[src/rtl/calc_core_if.sv]
// ----------------------------------------------------------------------------
// calc_core_if
// Bundles the operand/result handshake of calc_core.
//   in_valid / in_ready   : operand-set handshake (x, y, sel)
//   x, y                  : WIDTH-bit operands (signed; y unsigned for EXP)
//   sel                   : 0 ADD, 1 SUB, 2 MUL, 3 EXP
//   out_valid / out_ready : result handshake (result, ovf, zero)
// Modports: master = producer/consumer side, slave = calc_core side.
// ----------------------------------------------------------------------------
interface calc_core_if #(
    parameter int WIDTH = 8
);
    logic             in_valid;
    logic             in_ready;
    logic [WIDTH-1:0] x;
    logic [WIDTH-1:0] y;
    logic [1:0]       sel;
    logic             out_valid;
    logic             out_ready;
    logic [WIDTH-1:0] result;
    logic             ovf;
    logic             zero;

    modport master (
        output in_valid, x, y, sel, out_ready,
        input  in_ready, out_valid, result, ovf, zero
    );

    modport slave (
        input  in_valid, x, y, sel, out_ready,
        output in_ready, out_valid, result, ovf, zero
    );
endinterface

[src/rtl/calc_core.sv]
// ----------------------------------------------------------------------------
// calc_core
// Small signed arithmetic unit with a valid/ready handshake on both sides.
// ADD, SUB and EXP complete in one cycle; MUL runs a radix-2 Booth engine
// that retires one multiplier bit per cycle (WIDTH cycles). One operation is
// in flight at a time; the result is held until the consumer takes it.
// Ports:
//   clk  : single clock, rising edge
//   rst  : asynchronous, active-high reset
//   bus  : calc_core_if.slave (operands, sel, result, ovf, zero, handshakes)
// ----------------------------------------------------------------------------
module calc_core #(
    parameter int WIDTH = 8
) (
    input  logic         clk,
    input  logic         rst,
    calc_core_if.slave   bus
);
    localparam int MSB   = WIDTH - 1;
    localparam int CNT_W = $clog2(WIDTH);
    localparam logic [WIDTH-1:0] ONE = WIDTH'(1);

    typedef enum logic [1:0] {
        IDLE     = 2'd0,
        MUL_BUSY = 2'd1,
        DONE     = 2'd2
    } state_t;

    typedef enum logic [1:0] {
        OP_ADD = 2'd0,
        OP_SUB = 2'd1,
        OP_MUL = 2'd2,
        OP_EXP = 2'd3
    } op_t;

    state_t           state;
    op_t              op;

    // Booth engine: acc carries one guard bit so that subtracting the most
    // negative multiplicand cannot wrap.
    logic [WIDTH:0]   acc;
    logic [WIDTH-1:0] mq;      // multiplier, shifts out as low product half
    logic             q_m1;    // Booth look-behind bit
    logic [WIDTH-1:0] mcand;
    logic [CNT_W-1:0] cnt;

    logic [WIDTH-1:0] result_q;
    logic             ovf_q;
    logic             zero_q;
    logic             out_valid_q;

    // Single-cycle datapath, computed from the live inputs and captured at
    // the transfer edge.
    logic [WIDTH-1:0] add_res;
    logic             add_ovf;
    logic [WIDTH-1:0] sub_res;
    logic             sub_ovf;
    logic [31:0]      exp_n;
    logic [WIDTH-1:0] exp_res;
    logic             exp_ovf;
    logic [WIDTH-1:0] fast_res;
    logic             fast_ovf;

    // Booth step
    logic [WIDTH:0]   m_ext;
    logic [WIDTH:0]   booth_sum;
    logic [WIDTH:0]   nxt_acc;
    logic [WIDTH-1:0] nxt_mq;
    logic [WIDTH:0]   prod_top;  // product bits [2W-1 : W-1]
    logic             mul_ovf;

    assign op = op_t'(bus.sel);

    // NOTE: every signal written here gets a default first, so no path can
    // leave one unassigned and infer a latch.
    always_comb begin
        add_res  = bus.x + bus.y;
        add_ovf  = (bus.x[MSB] == bus.y[MSB]) && (add_res[MSB] != bus.x[MSB]);

        sub_res  = bus.x - bus.y;
        sub_ovf  = (bus.x[MSB] != bus.y[MSB]) && (sub_res[MSB] != bus.x[MSB]);

        exp_n    = 32'(bus.y);
        exp_res  = '0;
        if (exp_n < 32'(WIDTH)) begin
            exp_res = ONE << bus.y;
        end
        // 1<<(WIDTH-1) is the sign bit, so it is already out of range.
        exp_ovf  = (exp_n >= 32'(WIDTH - 1));

        fast_res = add_res;
        fast_ovf = add_ovf;
        case (op)
            OP_SUB: begin
                fast_res = sub_res;
                fast_ovf = sub_ovf;
            end
            OP_EXP: begin
                fast_res = exp_res;
                fast_ovf = exp_ovf;
            end
            default: begin
                fast_res = add_res;
                fast_ovf = add_ovf;
            end
        endcase

        m_ext     = {mcand[MSB], mcand};
        booth_sum = acc;
        case ({mq[0], q_m1})
            2'b01:   booth_sum = acc + m_ext;
            2'b10:   booth_sum = acc - m_ext;
            default: booth_sum = acc;
        endcase
        // Arithmetic shift right of {acc, mq}.
        nxt_acc  = {booth_sum[WIDTH], booth_sum[WIDTH:1]};
        nxt_mq   = {booth_sum[0], mq[WIDTH-1:1]};
        prod_top = {nxt_acc[WIDTH-1:0], nxt_mq[MSB]};
        mul_ovf  = !((&prod_top) || (~|prod_top));
    end

    // NOTE: all state uses non-blocking assignments so every register sees
    // the pre-edge values of the others, independent of statement order.
    // NOTE: every register, including the multiplier datapath, is reset so
    // an aborted multiply leaves nothing behind.
    always_ff @(posedge clk or posedge rst) begin
        if (rst) begin
            state       <= IDLE;
            acc         <= '0;
            mq          <= '0;
            q_m1        <= 1'b0;
            mcand       <= '0;
            cnt         <= '0;
            result_q    <= '0;
            ovf_q       <= 1'b0;
            zero_q      <= 1'b0;
            out_valid_q <= 1'b0;
        end else begin
            case (state)
                IDLE: begin
                    if (bus.in_valid) begin
                        if (op == OP_MUL) begin
                            mcand <= bus.x;
                            mq    <= bus.y;
                            acc   <= '0;
                            q_m1  <= 1'b0;
                            cnt   <= '0;
                            state <= MUL_BUSY;
                        end else begin
                            result_q    <= fast_res;
                            ovf_q       <= fast_ovf;
                            zero_q      <= (fast_res == '0);
                            out_valid_q <= 1'b1;
                            state       <= DONE;
                        end
                    end
                end

                MUL_BUSY: begin
                    acc  <= nxt_acc;
                    mq   <= nxt_mq;
                    q_m1 <= mq[0];
                    cnt  <= cnt + 1'b1;
                    // The last bit is retired on the WIDTH-th edge after the
                    // transfer; the result is taken straight from the step.
                    if (cnt == CNT_W'(WIDTH - 1)) begin
                        result_q    <= nxt_mq;
                        ovf_q       <= mul_ovf;
                        zero_q      <= (nxt_mq == '0);
                        out_valid_q <= 1'b1;
                        state       <= DONE;
                    end
                end

                DONE: begin
                    if (bus.out_ready) begin
                        out_valid_q <= 1'b0;
                        state       <= IDLE;
                    end
                end

                default: begin
                    out_valid_q <= 1'b0;
                    state       <= IDLE;
                end
            endcase
        end
    end

    // in_ready is gated by rst directly so it drops the moment reset rises
    // and is up in the first cycle after reset releases.
    assign bus.in_ready  = (state == IDLE) && !rst;
    assign bus.out_valid = out_valid_q;
    assign bus.result    = result_q;
    assign bus.ovf       = ovf_q;
    assign bus.zero      = zero_q;

endmodule

[src/flat_wrapper.sv]
// flat-port wrapper written by rule: the top's interface ports become plain ports
module calc_core_flat 
#(
    parameter int WIDTH = 8
)
  (clk, rst, bus_in_valid, bus_x, bus_y, bus_sel, bus_out_ready, bus_in_ready, bus_out_valid, bus_result, bus_ovf, bus_zero);
  calc_core_if #(.WIDTH(WIDTH)) bus_i ();
  input  logic clk;
  input  logic rst;
  input wire logic [$bits(bus_i.in_valid)-1:0] bus_in_valid;
  input wire logic [$bits(bus_i.x)-1:0] bus_x;
  input wire logic [$bits(bus_i.y)-1:0] bus_y;
  input wire logic [$bits(bus_i.sel)-1:0] bus_sel;
  input wire logic [$bits(bus_i.out_ready)-1:0] bus_out_ready;
  output wire logic [$bits(bus_i.in_ready)-1:0] bus_in_ready;
  output wire logic [$bits(bus_i.out_valid)-1:0] bus_out_valid;
  output wire logic [$bits(bus_i.result)-1:0] bus_result;
  output wire logic [$bits(bus_i.ovf)-1:0] bus_ovf;
  output wire logic [$bits(bus_i.zero)-1:0] bus_zero;
  assign bus_i.in_valid = bus_in_valid;
  assign bus_i.x = bus_x;
  assign bus_i.y = bus_y;
  assign bus_i.sel = bus_sel;
  assign bus_i.out_ready = bus_out_ready;
  assign bus_in_ready = bus_i.in_ready;
  assign bus_out_valid = bus_i.out_valid;
  assign bus_result = bus_i.result;
  assign bus_ovf = bus_i.ovf;
  assign bus_zero = bus_i.zero;
  calc_core #(.WIDTH(WIDTH)) u_core (.clk(clk), .rst(rst), .bus(bus_i));
endmodule
[config.mk]
export PLATFORM = sky130hd
export DESIGN_NAME = calc_core_flat
export DESIGN_NICKNAME = d
export VERILOG_FILES = /design/src/rtl/calc_core_if.sv /design/src/rtl/calc_core.sv /design/src/flat_wrapper.sv
export SDC_FILE = /design/constraint.sdc
export NUM_CORES = 1
export LEC_CHECK = 0
export CAP_MARGIN = 15
export CORE_ASPECT_RATIO = 0.5
export CORE_MARGIN = 4
export CORE_UTILIZATION = 53
export DETAILED_ROUTE_END_ITERATION = 8
export GPL_ROUTABILITY_DRIVEN = 0
export HOLD_SLACK_MARGIN = 0.05
export PLACE_DENSITY = 0.78
export SLEW_MARGIN = 10
export SYNTH_ARGS = -nofsm -noshare
export SYNTH_HDL_FRONTEND = slang
export SYNTH_SLANG_ARGS = --single-unit
[constraint.sdc]
create_clock -name clk -period 2.85 [get_ports clk]
set_input_delay 0.57 -clock clk [delete_from_list [all_inputs] [get_ports clk]]
set_output_delay 0.57 -clock clk [all_outputs]
set_load 0.01 [all_outputs]
==> results of run 1 <==
-- worst reg2reg max path, stage by stage, from the launching register on --
cell,delay (ps)
dfrtp_1,410
ha_4,190
buf_6,130
nor2_2,150
xnor2_2,160
ha_4,250
buf_4,140
o21a_1,180
o31a_1,150
or4_4,510
nand3_4,110
buf_4,120
nand4_1,110
a21oi_1,170
o21bai_1,120
-- cell type report --
cell class                      count  area, sq um  share of cell area [%]
Sequential cell                    41         1030                    20.5
Inverter                           26         97.6                    1.95
Clock inverter                      2         13.8                   0.274
Tap cell                           88          110                    2.20
Multi-Input combinational cell    326         2660                    53.1
Clock buffer                        6          139                    2.77
Timing Repair Buffer              116          967                    19.3
-- layout by cell type, fill, tap and decap left out, types with 5 or more instances in the layout --
| cell | Yosys | final |
|---|---|---|
| a21oi_1 | 23 | 21 |
| a22o_1 | 7 | 7 |
| a31oi_1 | 9 | 8 |
| buf_4 | 4 | 80 |
| clkbuf_16 | 0 | 5 |
| clkdlybuf4s50_1 | 0 | 32 |
| dfrtp_1 | 41 | 41 |
| ha_1 | 26 | 17 |
| ha_4 | 0 | 5 |
| inv_1 | 25 | 21 |
| inv_2 | 1 | 5 |
| mux2_2 | 13 | 12 |
| mux2i_1 | 8 | 7 |
| nand2_1 | 39 | 39 |
| nand2b_1 | 10 | 9 |
| nand3_1 | 6 | 5 |
| nor2_1 | 31 | 28 |
| nor2b_1 | 9 | 8 |
| nor3_1 | 9 | 5 |
| nor3b_1 | 8 | 5 |
| o211ai_1 | 5 | 5 |
| o21ai_0 | 17 | 16 |
| o21ai_1 | 9 | 8 |
| xnor2_2 | 0 | 5 |
-- power by group through the flow --
| stage | Sequential [mW] | Combinational, mW | Clock (mW) |
|---|---|---|---|
| global placement | 1.06 | 3.68 | 0 |
| detailed placement | 1.07 | 3.89 | 0 |
| CTS | 1.08 | 4.57 | 0.581 |
| global route | 1.15 | 5.78 | 0.616 |
| finish | 1.13 | 5.43 | 0.589 |
| floorplan | 1.05 | 2.41 | 0 |
-- sequential cells by signal (all words and copies together) (netlist names) --
register,cells
u_core.acc,8
u_core.cnt,3
u_core.bus.out_valid,1
u_core.bus.zero,1
u_core.mq,8
u_core.bus.ovf,1
u_core.mcand,8
u_core.bus.result,8
u_core.state,2
u_core.q_m1,1
-- Yosys cell counts, types with 4 or more instances --
cell type,count
a211oi_1,4
a21oi_1,23
a22o_1,7
a31oi_1,9
buf_2,6
buf_4,4
clkbuf_1,11
dfrtp_1,41
ha_1,26
inv_1,25
mux2_2,13
mux2i_1,8
nand2_1,39
nand2b_1,10
nand3_1,6
nand3b_1,4
nand4_1,4
nor2_1,31
nor2b_1,9
nor3_1,9
nor3b_1,8
o211ai_1,5
o21ai_0,17
o21ai_1,9
o311a_1,4
xnor2_1,8
-- timing repair --
item,CTS,global route
setup endpoints to repair,2,7
gates resized for setup,35,36
buffers inserted,6,7
cloned,0,0
pin swaps,21,29
-- cell families after synthesis --
family / after synthesis / synth area share, %
simple gates: 148 / 22.6
compound gates: 117 / 22.9
buf+inv: 48 / 5.70
flops: 41 / 28.9
fa+ha+maj: 29 / 10.8
mux: 21 / 6.37
xor+xnor: 11 / 2.71
-- per-layer routing --
layer	track usage [%]	vias up	part of all wire [%]	wire length [um]
met5	0	-	0	0
met4	9.93	0	3.9	461
met3	4.70	61	7.5	879
met2	48.7	223	49	5730
met1	34.7	1878	40	4690
li1	-	1715	-	-
-- how the worst max path moves through the flow --
stage / from / slack (ps) / depth (start not counted) / end
final: u_core.mq[0]$_DFFE_PP0P_ / -160 / 14 / u_core.bus.ovf$_DFFE_PP0P_
after global routing: u_core.mcand[1]$_DFFE_PP0P_ / -230 / 14 / u_core.bus.ovf$_DFFE_PP0P_
after CTS: u_core.mcand[1]$_DFFE_PP0P_ / -70 / 11 / u_core.bus.ovf$_DFFE_PP0P_
after detailed placement: bus_y[1] / -300 / 11 / u_core.bus.ovf$_DFFE_PP0P_
after global placement: bus_y[1] / -250 / 11 / u_core.bus.ovf$_DFFE_PP0P_
after floorplan: u_core.q_m1$_DFFE_PP0P_ / 40 / 12 / u_core.bus.ovf$_DFFE_PP0P_
==> metrics.txt, run 1 <==
Port Buffer Count 33; Util after Layout 79.8%; Cells after Synth ~420; Hold WC Path Type flip-flop to flip-flop; Buffers & Inverters on Critical Path 3; Clk Latency, worst-skew pair slightly below 300 ps; critical path required time 3010 ps; setup TNS -165 ps; clk slew on worst S/H paths 70 ps; final setup vio count 2; DRT Pass-1 Iters 8; average cell area after synthesis 8.57 sq um; delay-heaviest family, CP simple AND/OR/NAND/NOR gates; critical path's slowest cell or4_4; FMAX 0.333 GHz; Clock Power Share ~8%; synth top area cells dfrtp_1 29%, ha_1 9.1%, mux2_2 4.1%; cell taking the most area after synthesis dfrtp_1; Final min period 3010 ps; core area about 6300 sq um; DRC 0; Layout Nets 567; Die Wd approximately 120 um; # rows 20; post-synthesis async set-or-reset flop share 100%; pin count of the biggest net entering global routing 42; worst setup margin -155 ps; Post-Layout Inst Area 5010 sq um; Antenna Nets Post-Route 0; initial antenna violation count 0; critical path cell sequence ha_4 -> buf_6 -> nor2_2 -> xnor2_2 -> ha_4 -> buf_4 -> o21a_1 -> o31a_1 -> or4_4 -> nand3_4 -> buf_4 -> nand4_1 -> a21oi_1 -> o21bai_1; element type at the critical path start flip-flop; Hold Slack 491 ps; wire per inst 19.4 um; Post-synth EDFFs 0; Sequential Power Share roughly 16%; GRT Overall Usage 27.8%; Post-Syn Area roughly 3600 sq um; register area share after synthesis 28.9%; Yosys Warn Count 0; Synthesized Nets about 470; Clock Tree Root clkbuf_16; DRT iter0 DRCs 424; TritonCTS clock tree done; Post-DP Area between 4000 and 5000 sq um; CTS sink cnt 41; Setup CP Type flip-flop to flip-flop; Synth Register Bits 41; Final Cycle Share 105%; worst reg-to-reg setup slack -160 ps; fin cells approximately 610; P_leak between 2 and 2.5 nW; worst reg2reg path depth 14; Max-Cap Viols 0; post-detail-place hpwl around 7800 um; FILL cells 379; crit-path max FO 4; vias per cell roughly 6.4; die area 8160 sq um; final global-route overflow total 0; switch share roughly 44%; delay of the slowest critical-path stage 510 ps; top-area cell type share of the netlist area between 20% and 30%; failing checks setup timing; Worst Hold End u_core.bus.result[1]$_DFFE_PP0P_; Top FF cell, synth dfrtp_1; Synth-to-Final Area Change 41.0%; status complete, but fails checks; Clock H-tree levels 2; final wirelength about 12000 um; chip height ~66 um; Hold Crit Start u_core.bus.result[1]$_DFFE_PP0P_; R2R Path End u_core.bus.ovf$_DFFE_PP0P_; Place WS -301 ps; hold path cells 2; Slew Limit Fails 0; CP arrival 3170 ps; # IOs 34; RSZ-0062 raised after global routing true; reg-to-reg startpoint u_core.mq[0]$_DFFE_PP0P_; worst slew pin tran 532 ps; maximum VDD drop between 0.0006 and 0.0007 V; vias 3877; CTS buffer count 5; Max clock buf depth 2; Setup crit end kind flip-flop; Int Power 3.98 mW; hold-fix buffer count after cts 0; clock skew 8.33 ps; ANT cells 0; Design Power 7.15 mW; pwr dens 1430 nW/um^2; layout cells sized above 1 around a third; Gate power share 76.0%; Initial Util between 50% and 60%; relative slew slack about 65%; Cells after DPL 584; synth unique cells just over 70; vias in the first global route 3752; first-pass GRT wire length 17900 um; sw power 3.17 mW; Fin. Hold Viols 0
Note: power is estimated with default switching activity, not from simulation.
==> run 2: changes to the inputs <==
--- a/config.mk
+++ b/config.mk
@@ -9,10 +9,12 @@
 export CORE_ASPECT_RATIO = 0.5
 export CORE_MARGIN = 4
 export CORE_UTILIZATION = 53
+export CTS_CLUSTER_SIZE = 40
 export DETAILED_ROUTE_END_ITERATION = 8
 export GPL_ROUTABILITY_DRIVEN = 0
 export HOLD_SLACK_MARGIN = 0.05
 export PLACE_DENSITY = 0.78
+export SETUP_SLACK_MARGIN = 0.1
 export SLEW_MARGIN = 10
 export SYNTH_ARGS = -nofsm -noshare
 export SYNTH_HDL_FRONTEND = slang
==> run 2 against run 1 <==
The run still ends with setup timing left. Clock skew is 2.5 ps higher. Worst hold slack worse by 8.4 ps. Sequential power hardly changed. Die area stayed put. Non-clock buffer count down 5. Largest cell class unchanged.
==> metrics.txt, run 2 (synthesized netlist as in run 1, its figures left out) <==
status complete, but fails checks; failing checks setup timing; element type at the critical path start flip-flop; CTS sink cnt 41 (unchanged); initial antenna violation count 0 (unchanged); ANT cells 0 (unchanged); critical path's slowest cell dfrtp_1; Final Cycle Share 108% (+2.9 points); Max clock buf depth 2 (unchanged); Int Power 3.85 mW (-3.2%); vias 3831 (-1.2%); FILL cells 379 (unchanged); core area 6280 sq um (unchanged); sw power 3.08 mW (-2.6%); Max-Cap Viols 0 (unchanged); chip height 65.9 um (unchanged); Sequential Power Share 16.5% (+0.8 points); vias in the first global route 3722 (-0.80%); CTS buffer count 5 (unchanged); worst slew pin tran 521 ps (-11.3 ps); Gate power share 75.1% (-0.9 points); worst setup margin -237 ps (-82.0 ps); delay-heaviest family, CP compound AO/OA/AOI/OAI gates; Clock H-tree levels 2 (unchanged); crit-path max FO 5 (+1); delay of the slowest critical-path stage 430 ps (-80 ps); Die Wd 124 um (unchanged); Buffers & Inverters on Critical Path 3 (unchanged); Clk Latency, worst-skew pair 290 ps (about the same); setup TNS -469 ps (-304 ps); # IOs 34 (unchanged); Antenna Nets Post-Route 0 (unchanged); RSZ-0062 raised after global routing true; maximum VDD drop 0.000696 V (+11%); most frequent cells in the layout 75 x buf_4, 40 x dfrtp_1, 39 x nand2_1; Post-Layout Inst Area 4940 sq um (-1.6%); GRT Overall Usage 28.6% (+0.75 points); Slew Limit Fails 0 (unchanged); layout cells sized above 1 33.0% (-0.26 points); DRT iter0 DRCs 425 (+0.24%); flip-flop and latch area 1030 sq um (+0.12%); die area 8160 sq um (unchanged); Final min period 3090 ps (+82.0 ps); final wirelength 11600 um (-1.2%); CP arrival 3240 ps (+70 ps); final global-route overflow total 0 (unchanged); clock skew 10.8 ps (+2.49 ps); relative slew slack 65.3% (+0.76 points); Synth-to-Final Area Change 38.8%; TritonCTS clock tree done; DRC 0 (unchanged); Port Buffer Count 33 (unchanged); pwr dens 1410 nW/um^2 (-1.4%); FMAX 0.324 GHz (-2.7%); clk slew on worst S/H paths 60 ps (about the same); vias per cell 6.39 (-0.36%); most common cell after layout, fill and taps aside buf_4; Post-DP Area 4350 sq um (-1.5%); Multi-input gate area 2630 sq um (-1.4%); critical path required time 3000 ps (about the same); post-detail-place hpwl 7660 um (-1.8%); critical path cell sequence inv_2 -> ha_4 -> nor3b_4 -> nor2_1 -> xnor2_1 -> ha_1 -> o21a_1 -> o31a_1 -> o22ai_1 -> mux2i_1 -> buf_4 -> buf_4 -> o21ai_0 -> nand2_1 -> o21ai_0; # rows 20 (unchanged); wire per inst 19.4 um (-0.33%); Layout Nets 562 (-0.88%); final setup vio count 2 (unchanged); first-pass GRT wire length 18400 um (+2.3%); switch share 44.5% (+0.14 points); P_leak 2.15 nW (-2.1%); pin count of the biggest net entering global routing 42 (unchanged); Setup crit end kind flip-flop; Clock Power Share 8.4% (+0.2 points); Fin. Hold Viols 0 (unchanged); Hold WC Path Type flip-flop to flip-flop; Clock Tree Root clkbuf_16; hold-fix buffer count after cts 0 (unchanged); Setup CP Type flip-flop to flip-flop; Initial Util 56.6% (unchanged); DRT Pass-1 Iters 6 (-2)
[run 2: cell types whose count changed in the layout (fill, tap and decap cells not counted), moves of 4 or more]
cell             previous run  this run
xnor2_1                     3         7
clkdlybuf4s50_1            32        26
buf_4                      80        75
xnor2_2                     5         1
[run 2: final timing paths]
| kind | slack (ps) | endpoint | cells after the start | startpoint |
|---|---|---|---|---|
| worst max-delay path | -240 | u_core.acc[7]$_DFFE_PP0P_ | 15 | u_core.mcand[1]$_DFFE_PP0P_ |
| worst min-delay path | 480 | u_core.bus.result[1]$_DFFE_PP0P_ | 2 | u_core.bus.result[1]$_DFFE_PP0P_ |
| worst max register to register | -240 | u_core.acc[7]$_DFFE_PP0P_ | 15 | u_core.mcand[1]$_DFFE_PP0P_ |
| worst min register to register | 480 | u_core.bus.result[1]$_DFFE_PP0P_ | 2 | u_core.bus.result[1]$_DFFE_PP0P_ |
| max in group asynchronous | 1720 | u_core.mcand[2]$_DFFE_PP0P_ | 3 | rst |
| min in group asynchronous | 750 | u_core.state[0]$_DFFE_PP0P_ | 3 | rst |
[run 2: metrics by stage]
step                util [%]  hold slack [ps]  worst slack (ps)  instances  total power, mW
floorplan                  -              464               111        415             3.48
global placement        69.2              460              -231        574             4.64
detailed placement      69.2              464              -389        574             4.86
CTS                     75.8              489             -85.9        593             6.23
global route            78.6              515              -425        600             7.34
finish                  78.6              483              -237        600             6.94
[run 2: power groups by stage]
stage | sequential, mW | combinational (mW) | clock (mW)
floorplan | 1.06 | 2.42 | 0
global route | 1.17 | 5.55 | 0.618
CTS | 1.11 | 4.53 | 0.590
detailed placement | 1.09 | 3.76 | 0
finish | 1.14 | 5.21 | 0.585
global placement | 1.07 | 3.57 | 0
[run 2: area by class of cell]
| class | instances | area share [%] |
|---|---|---|
| clock buffers | 6 | 2.81 |
| flip-flops and latches | 41 | 20.8 |
| repair buffers | 111 | 18.7 |
| multi-input cells | 326 | 53.2 |
| well taps | 88 | 2.23 |
| inverters | 26 | 1.98 |
| clock inverters | 2 | 0.279 |
[run 2: per-layer routing]
metal,share of wire [%],vias to the layer above,wire (um),global-route usage [%]
met5,0,-,0,0
met4,4.3,0,497,11.2
met3,7.3,60,845,4.10
met1,40,1824,4680,35.6
met2,48,240,5610,50.2
li1,-,1707,-,-
[run 2: worst reg2reg max path, delay by kind of cell, from the launching register on]
family          cells  cell delay [ps]
buf+inv             3              390
flops               1              430
simple gates        3              390
compound gates      5              700
mux                 1              340
xor+xnor            1              230
fa+ha+maj           2              490
[run 2: repair_timing]
item | 4_1_cts | 5_1_grt
endpoints found under the setup margin | 5 | 8
resized for setup | 40 | 37
pin swaps | 27 | 26
setup buffers | 11 | 7
